## src/rtl/ram_word_sequencer_pkg.sv

```systemverilog
// Shared definitions for the 16-bit word to 8-bit RAM sequencer.
// A core word is always exactly two RAM bytes, stored little-endian.
package ram_word_sequencer_pkg;

  localparam int ADDR_W = 8;
  localparam int BYTE_W = 8;
  localparam int DATA_W = 2 * BYTE_W;

  typedef enum logic [1:0] {
    S_IDLE = 2'd0,
    S_LO   = 2'd1,
    S_HI   = 2'd2,
    S_RESP = 2'd3
  } state_t;

endpackage

```

## src/rtl/ram_word_sequencer_if.sv

```systemverilog
// Core-side request/response handshake of the word sequencer.
// The core is the master; the sequencer is the slave.
interface ram_word_sequencer_if
  import ram_word_sequencer_pkg::*;
  #(parameter int ADDR_WIDTH = ADDR_W,
    parameter int DATA_WIDTH = DATA_W)
  ();

  logic                  ReqValid;
  logic                  ReqReady;
  logic                  ReqWrite;
  logic [ADDR_WIDTH-1:0] ReqAddr;
  logic [DATA_WIDTH-1:0] ReqData;
  logic                  RespValid;
  logic                  RespReady;
  logic [DATA_WIDTH-1:0] RespData;
  logic                  RespErr;

  modport master (
    output ReqValid, ReqWrite, ReqAddr, ReqData, RespReady,
    input  ReqReady, RespValid, RespData, RespErr
  );

  modport slave (
    input  ReqValid, ReqWrite, ReqAddr, ReqData, RespReady,
    output ReqReady, RespValid, RespData, RespErr
  );

endinterface

```

## src/rtl/ram_word_sequencer.sv

```systemverilog
// Splits one 16-bit load/store into two consecutive byte accesses on an
// asynchronous byte RAM (low byte first) and returns a single response.
module ram_word_sequencer
  import ram_word_sequencer_pkg::*;
  #(parameter int ADDR_WIDTH = ADDR_W,
    parameter int BYTE_WIDTH = BYTE_W,
    parameter int DATA_WIDTH = 2 * BYTE_WIDTH)
  (
    input  logic                  Clock,
    input  logic                  nReset,
    ram_word_sequencer_if.slave   core,
    output logic [ADDR_WIDTH-1:0] RamReadAddr,
    output logic [ADDR_WIDTH-1:0] RamWriteAddr,
    output logic [BYTE_WIDTH-1:0] RamWriteData,
    output logic                  RamWriteEnable,
    input  logic [BYTE_WIDTH-1:0] RamReadData
  );

  state_t                state_q, state_d;

  logic [ADDR_WIDTH-1:0] addr_q;
  logic                  wr_q;
  logic [DATA_WIDTH-1:0] data_q;
  logic                  err_q;
  logic [DATA_WIDTH-1:0] cap_q;

  logic [ADDR_WIDTH-1:0] ram_addr_q, ram_addr_d;
  logic [BYTE_WIDTH-1:0] ram_wdata_q, ram_wdata_d;
  logic                  ram_we_q, ram_we_d;

  always_ff @(posedge Clock or negedge nReset) begin
    if (!nReset) state_q <= S_IDLE;
    else         state_q <= state_d;
  end

  // RAM-side values are computed for the state being entered so the RAM
  // sees them straight from flops, without combinational glitches.
  always_comb begin
    state_d     = state_q;
    ram_addr_d  = ram_addr_q;
    ram_wdata_d = ram_wdata_q;
    ram_we_d    = 1'b0;
    case (state_q)
      S_IDLE: begin
        if (core.ReqValid) begin
          if (core.ReqAddr[0]) begin
            state_d = S_RESP;
          end else begin
            state_d    = S_LO;
            ram_addr_d = core.ReqAddr;
            ram_we_d   = core.ReqWrite;
            if (core.ReqWrite) ram_wdata_d = core.ReqData[BYTE_WIDTH-1:0];
          end
        end
      end
      S_LO: begin
        state_d    = S_HI;
        // Aligned address: setting bit 0 never carries, so no wrap.
        ram_addr_d = {addr_q[ADDR_WIDTH-1:1], 1'b1};
        ram_we_d   = wr_q;
        if (wr_q) ram_wdata_d = data_q[DATA_WIDTH-1:BYTE_WIDTH];
      end
      S_HI: begin
        state_d = S_RESP;
      end
      S_RESP: begin
        if (core.RespReady) state_d = S_IDLE;
      end
      default: state_d = S_IDLE;
    endcase
  end

  always_ff @(posedge Clock or negedge nReset) begin
    if (!nReset) begin
      ram_addr_q  <= '0;
      ram_wdata_q <= '0;
      ram_we_q    <= 1'b0;
    end else begin
      ram_addr_q  <= ram_addr_d;
      ram_wdata_q <= ram_wdata_d;
      ram_we_q    <= ram_we_d;
    end
  end

  // Request latch and load byte assembly; capture is cleared on accept so
  // stores and errors respond with zero data.
  always_ff @(posedge Clock or negedge nReset) begin
    if (!nReset) begin
      addr_q <= '0;
      wr_q   <= 1'b0;
      data_q <= '0;
      err_q  <= 1'b0;
      cap_q  <= '0;
    end else begin
      case (state_q)
        S_IDLE: begin
          if (core.ReqValid) begin
            addr_q <= core.ReqAddr;
            wr_q   <= core.ReqWrite;
            data_q <= core.ReqData;
            err_q  <= core.ReqAddr[0];
            cap_q  <= '0;
          end
        end
        S_LO: if (!wr_q) cap_q[BYTE_WIDTH-1:0]          <= RamReadData;
        S_HI: if (!wr_q) cap_q[DATA_WIDTH-1:BYTE_WIDTH] <= RamReadData;
        default: ;
      endcase
    end
  end

  assign RamReadAddr    = ram_addr_q;
  assign RamWriteAddr   = ram_addr_q;
  assign RamWriteData   = ram_wdata_q;
  assign RamWriteEnable = ram_we_q;

  // Ready is gated by reset so every output reads zero while reset is held.
  assign core.ReqReady  = (state_q == S_IDLE) & nReset;
  assign core.RespValid = (state_q == S_RESP);
  assign core.RespData  = (state_q == S_RESP) ? cap_q : '0;
  assign core.RespErr   = (state_q == S_RESP) & err_q;

endmodule

```

## src/flat_wrapper.sv

```systemverilog
// flat-port wrapper written by rule: the top's interface ports become plain ports
module ram_word_sequencer_flat import ram_word_sequencer_pkg::*;
#(parameter int ADDR_WIDTH = ADDR_W,
    parameter int BYTE_WIDTH = BYTE_W,
    parameter int DATA_WIDTH = 2 * BYTE_WIDTH)
  (Clock, nReset, RamReadAddr, RamWriteAddr, RamWriteData, RamWriteEnable, RamReadData, core_ReqValid, core_ReqWrite, core_ReqAddr, core_ReqData, core_RespReady, core_ReqReady, core_RespValid, core_RespData, core_RespErr);
  ram_word_sequencer_if #(.ADDR_WIDTH(ADDR_WIDTH), .DATA_WIDTH(DATA_WIDTH)) core_i ();
  input  logic Clock;
  input  logic nReset;
  output logic [ADDR_WIDTH-1:0] RamReadAddr;
  output logic [ADDR_WIDTH-1:0] RamWriteAddr;
  output logic [BYTE_WIDTH-1:0] RamWriteData;
  output logic RamWriteEnable;
  input  logic [BYTE_WIDTH-1:0] RamReadData;
  input wire logic [$bits(core_i.ReqValid)-1:0] core_ReqValid;
  input wire logic [$bits(core_i.ReqWrite)-1:0] core_ReqWrite;
  input wire logic [$bits(core_i.ReqAddr)-1:0] core_ReqAddr;
  input wire logic [$bits(core_i.ReqData)-1:0] core_ReqData;
  input wire logic [$bits(core_i.RespReady)-1:0] core_RespReady;
  output wire logic [$bits(core_i.ReqReady)-1:0] core_ReqReady;
  output wire logic [$bits(core_i.RespValid)-1:0] core_RespValid;
  output wire logic [$bits(core_i.RespData)-1:0] core_RespData;
  output wire logic [$bits(core_i.RespErr)-1:0] core_RespErr;
  assign core_i.ReqValid = core_ReqValid;
  assign core_i.ReqWrite = core_ReqWrite;
  assign core_i.ReqAddr = core_ReqAddr;
  assign core_i.ReqData = core_ReqData;
  assign core_i.RespReady = core_RespReady;
  assign core_ReqReady = core_i.ReqReady;
  assign core_RespValid = core_i.RespValid;
  assign core_RespData = core_i.RespData;
  assign core_RespErr = core_i.RespErr;
  ram_word_sequencer #(.ADDR_WIDTH(ADDR_WIDTH), .BYTE_WIDTH(BYTE_WIDTH), .DATA_WIDTH(DATA_WIDTH)) u_core (.Clock(Clock), .nReset(nReset), .core(core_i), .RamReadAddr(RamReadAddr), .RamWriteAddr(RamWriteAddr), .RamWriteData(RamWriteData), .RamWriteEnable(RamWriteEnable), .RamReadData(RamReadData));
endmodule
```

## config.mk

```make
export PLATFORM = sky130hd
export DESIGN_NAME = ram_word_sequencer_flat
export DESIGN_NICKNAME = d
export VERILOG_FILES = /design/src/rtl/ram_word_sequencer_pkg.sv /design/src/rtl/ram_word_sequencer_if.sv /design/src/rtl/ram_word_sequencer.sv /design/src/flat_wrapper.sv
export SDC_FILE = /design/constraint.sdc
export NUM_CORES = 1
export LEC_CHECK = 0
export ABC_AREA = 1
export ABC_CLOCK_PERIOD_IN_PS = 1700
export CAP_MARGIN = 0
export CORE_MARGIN = 1
export CORE_UTILIZATION = 42
export DETAILED_ROUTE_END_ITERATION = 16
export PLACE_DENSITY = 0.76
export SYNTH_ARGS = -nofsm -noshare
export SYNTH_HDL_FRONTEND = slang
export SYNTH_SLANG_ARGS = --single-unit
```

## constraint.sdc

```tcl
create_clock -name Clock -period 1.7 [get_ports Clock]
set_clock_uncertainty 0.2 [all_clocks]
set_input_delay 0.51 -clock Clock [delete_from_list [all_inputs] [get_ports Clock]]
set_output_delay 0.51 -clock Clock [all_outputs]
set_load 0.05 [all_outputs]
```

==> results.toml <==
[worst_setup_path]
path_class = "flip-flop to primary output"
critPathMaxStageDelay_ps = 450
worst-path-buf-inv = 3
cp.depth = 5
worstPathRequired_ps = 990
crit_fanout = 9
path_delay_family = "flip-flops"
crit_chain = "ha_4, buf_12, nand2_2, clkinvlp_4, buf_12"
cp-end-kind = "primary output"
r2r_cells = 11
start_kind = "flip-flop"
cp.arrival_ps = 1430
reg2reg_from = "u_core.state_q[1]"
cpMostUsedCell = "buf_12"
cpMaxStageDelayCell = "dfrtp_2"
startpoint = "u_core.state_q[1]"

[power]
swShare = 0.4750
clock_power_share = 0.094
p_leak_uw = 0.002294
power.density_mw_per_mm2 = 2062
combPwrFrac = 0.675
p_sw_uw = 4695
pwr-share-seq = 0.231
total_power_uw = 9884
ir_drop_mv = 1.697
intPower_uw = 5189

[layout]
syn_to_final_growth_pct = 78.85
register_area_mm2 = 0.001311
multi_input_comb_area_mm2 = 0.001473
fill_cells = 353
fin_nets = 481
final_area_mm2 = 0.004793
antennaDiodeCount = 0
layout-drive-gt1-share = 0.4351

[yosys]
ys_seq_area_frac = 0.4855
synth_cell_types = 23
syn_nets = 387
yosys_warnings = 0
ys_ff_latch = 52
syn_area_mm2 = 0.002680
syn_inst = 344
syn_area_per_cell_um2 = 7.791

[cts]
clk_path_buf_depth = 2
root_buffer = "clkbuf_8"
htree_levels = 2
cts_tree = "done"
clkLatencyLatePin_ps = 300
cts.sinks = 52
clk_pin_slew_ps = 100
hold_buffers = 0
cts_made_buffers = 5

[place]
dp_hpwl_um = 4673
port_buffers = 80
gp_congestion = 0.7969
dpl_cell_area_mm2 = 0.004115

[sta]
max-slew-margin-rel = 0.5658
finalCriticalPeriod_ps = 2137
rsz0062_at_grt = "true"
slew_violations = 0
fin_ws_ps = -437.5
period_share = 1.257
report.final.setup_viol = 39
max_freq_mhz = 467.8
worst_pin_slew_ps = 651.3
hold_violations = 0

[routing]
post_drt_wl_per_cell_um = 14.99
drc = 0
ant_nets = 0
drt_iter0_drc = 106
drt-pass1-iter-count = 4
vias = 2588
avgViaCountPerCell = 5.035
wirelength_um = 7707

[global_route]
gr-usage-all-layers = 0.2280
grt_pass1_wl_um = 11470
grt_antenna_before_repair = 0
grt_max_degree = 53
overflow = 0
grt_pass1_vias = 2540

[floorplan]
core_mm2 = 0.006026
die_area_mm2 = 0.006704
num_io_pins = 81
die_h_um = 81.88
initial_core_util = 0.4448
rows = 28
die_w_um = 81.88

[outcome]
violations = "negative setup slack"
status = "finished with violations"

[flow_run]
cap_violations = 0

[worst_hold_path]
hold_path.class = "input pin to async pin"
cells in the final DEF, fill, tap and decap left out, drive strengths merged:
cell type	n
a21oi	1
buf	69
bufinv	1
clkbuf	8
clkdlybuf4s50	35
clkinv	3
clkinvlp	18
dfrtp	52
ha	6
inv	26
nand2	161
nand3	10
nor2	3
o21ai	37
o21bai	8
o22ai	1
flip-flops by register name, indices dropped and copies added, names as in the netlist:
register and cells:
u_core.RamReadAddr 8, u_core.RamWriteData 8, u_core.addr_q 8, u_core.data_q 8, u_core.RamWriteEnable 1, u_core.cap_q 16, u_core.wr_q 1, u_core.state_q 2
metal layers:
metal | track usage | up-vias | share of wire
met5 | 0 | - | 0
met4 | 0.07719 | 0 | 0.022
met3 | 0.04222 | 19 | 0.059
met2 | 0.4149 | 103 | 0.54
met1 | 0.2667 | 1239 | 0.38
li1 | - | 1227 | -
stage by stage:
| stage | cells | utilization | setup TNS, ps | hold WS (ps) | setup slack [ps] |
|---|---|---|---|---|---|
| 6_report | 514 | 0.7955 | -9739 | 139.0 | -437.5 |
| 5_1_grt | 514 | 0.7955 | -11860 | 198.7 | -475.8 |
| 4_1_cts | 509 | 0.7353 | -8329 | 165.4 | -433.3 |
| 3_5_place_dp | 495 | 0.6829 | -10960 | 265.8 | -342.2 |
| 3_3_place_gp | 495 | 0.6829 | -9138 | 262.7 | -272.7 |
| 2_1_floorplan | 344 | - | -3902 | 14.41 | -277.4 |
final timing paths:
check,endpoint,slack (ps)
min in group Clock,u_core.data_q[15],290
setup / recovery,core_RespData[5],-440
max in group asynchronous,u_core.RamReadAddr[2],690
setup reg to reg,u_core.RamWriteData[3],-130
hold reg to reg,u_core.data_q[15],290
hold / removal,u_core.RamReadAddr[5],140
kinds of logic (layout without fill, tap and decap cells):
family,after synthesis,after routing,share of synthesized area
and+or+nand+nor,171,174,0.2619
AOI/OAI and AO/OA,47,47,0.09711
adders and majority gates,6,6,0.02801
buffers and inverters,68,160,0.1274
DFF,52,52,0.4855
synthesized netlist by cell type:
library cell,number,area share
nand2_1,153,0.21
dfrtp_1,52,0.49
inv_1,42,0.059
o21ai_0,18,0.034
o21ai_1,18,0.034
buf_4,9,0.025
nand3_1,8,0.015
o21bai_1,8,0.022
ha_1,6,0.028
buf_6,5,0.021
nand2_2,5,0.012
buf_2,4,0.0075
clkbuf_1,3,0.0042
clkinv_1,2,0.0028
inv_6,2,0.0065
nor2_1,2,0.0028
a21oi_1,1,0.0019
inv_2,1,0.0014
nand2_8,1,0.0075
nand3_4,1,0.0065
nor2_4,1,0.0042
o21ai_2,1,0.0033
o22ai_1,1,0.0023
repair_timing:
action / CTS / global route
gates cloned: 3 / 1
resized for setup: 36 / 83
pin swaps: 4 / 28
setup buffers: 3 / 6
endpoints found under the setup margin: 55 / 63
layout make-up:
type / instances / share of cell area
clock buffers: 7 / 0.02010
clock inverters: 1 / 0.006265
inverters: 47 / 0.05638
multi-input cells: 227 / 0.3072
flip-flops and latches: 52 / 0.2736
well taps: 75 / 0.01958
repair buffers: 105 / 0.3169
power groups by stage:
stage	Sequential, uW	Clock, uW	Combinational, uW
global route	2330	982	7060
floorplan	2630	0	2760
detailed placement	2210	0	5230
global placement	2200	0	5120
CTS	2220	929	5700
finish	2280	931	6670
(Power assumes the default switching activity.)
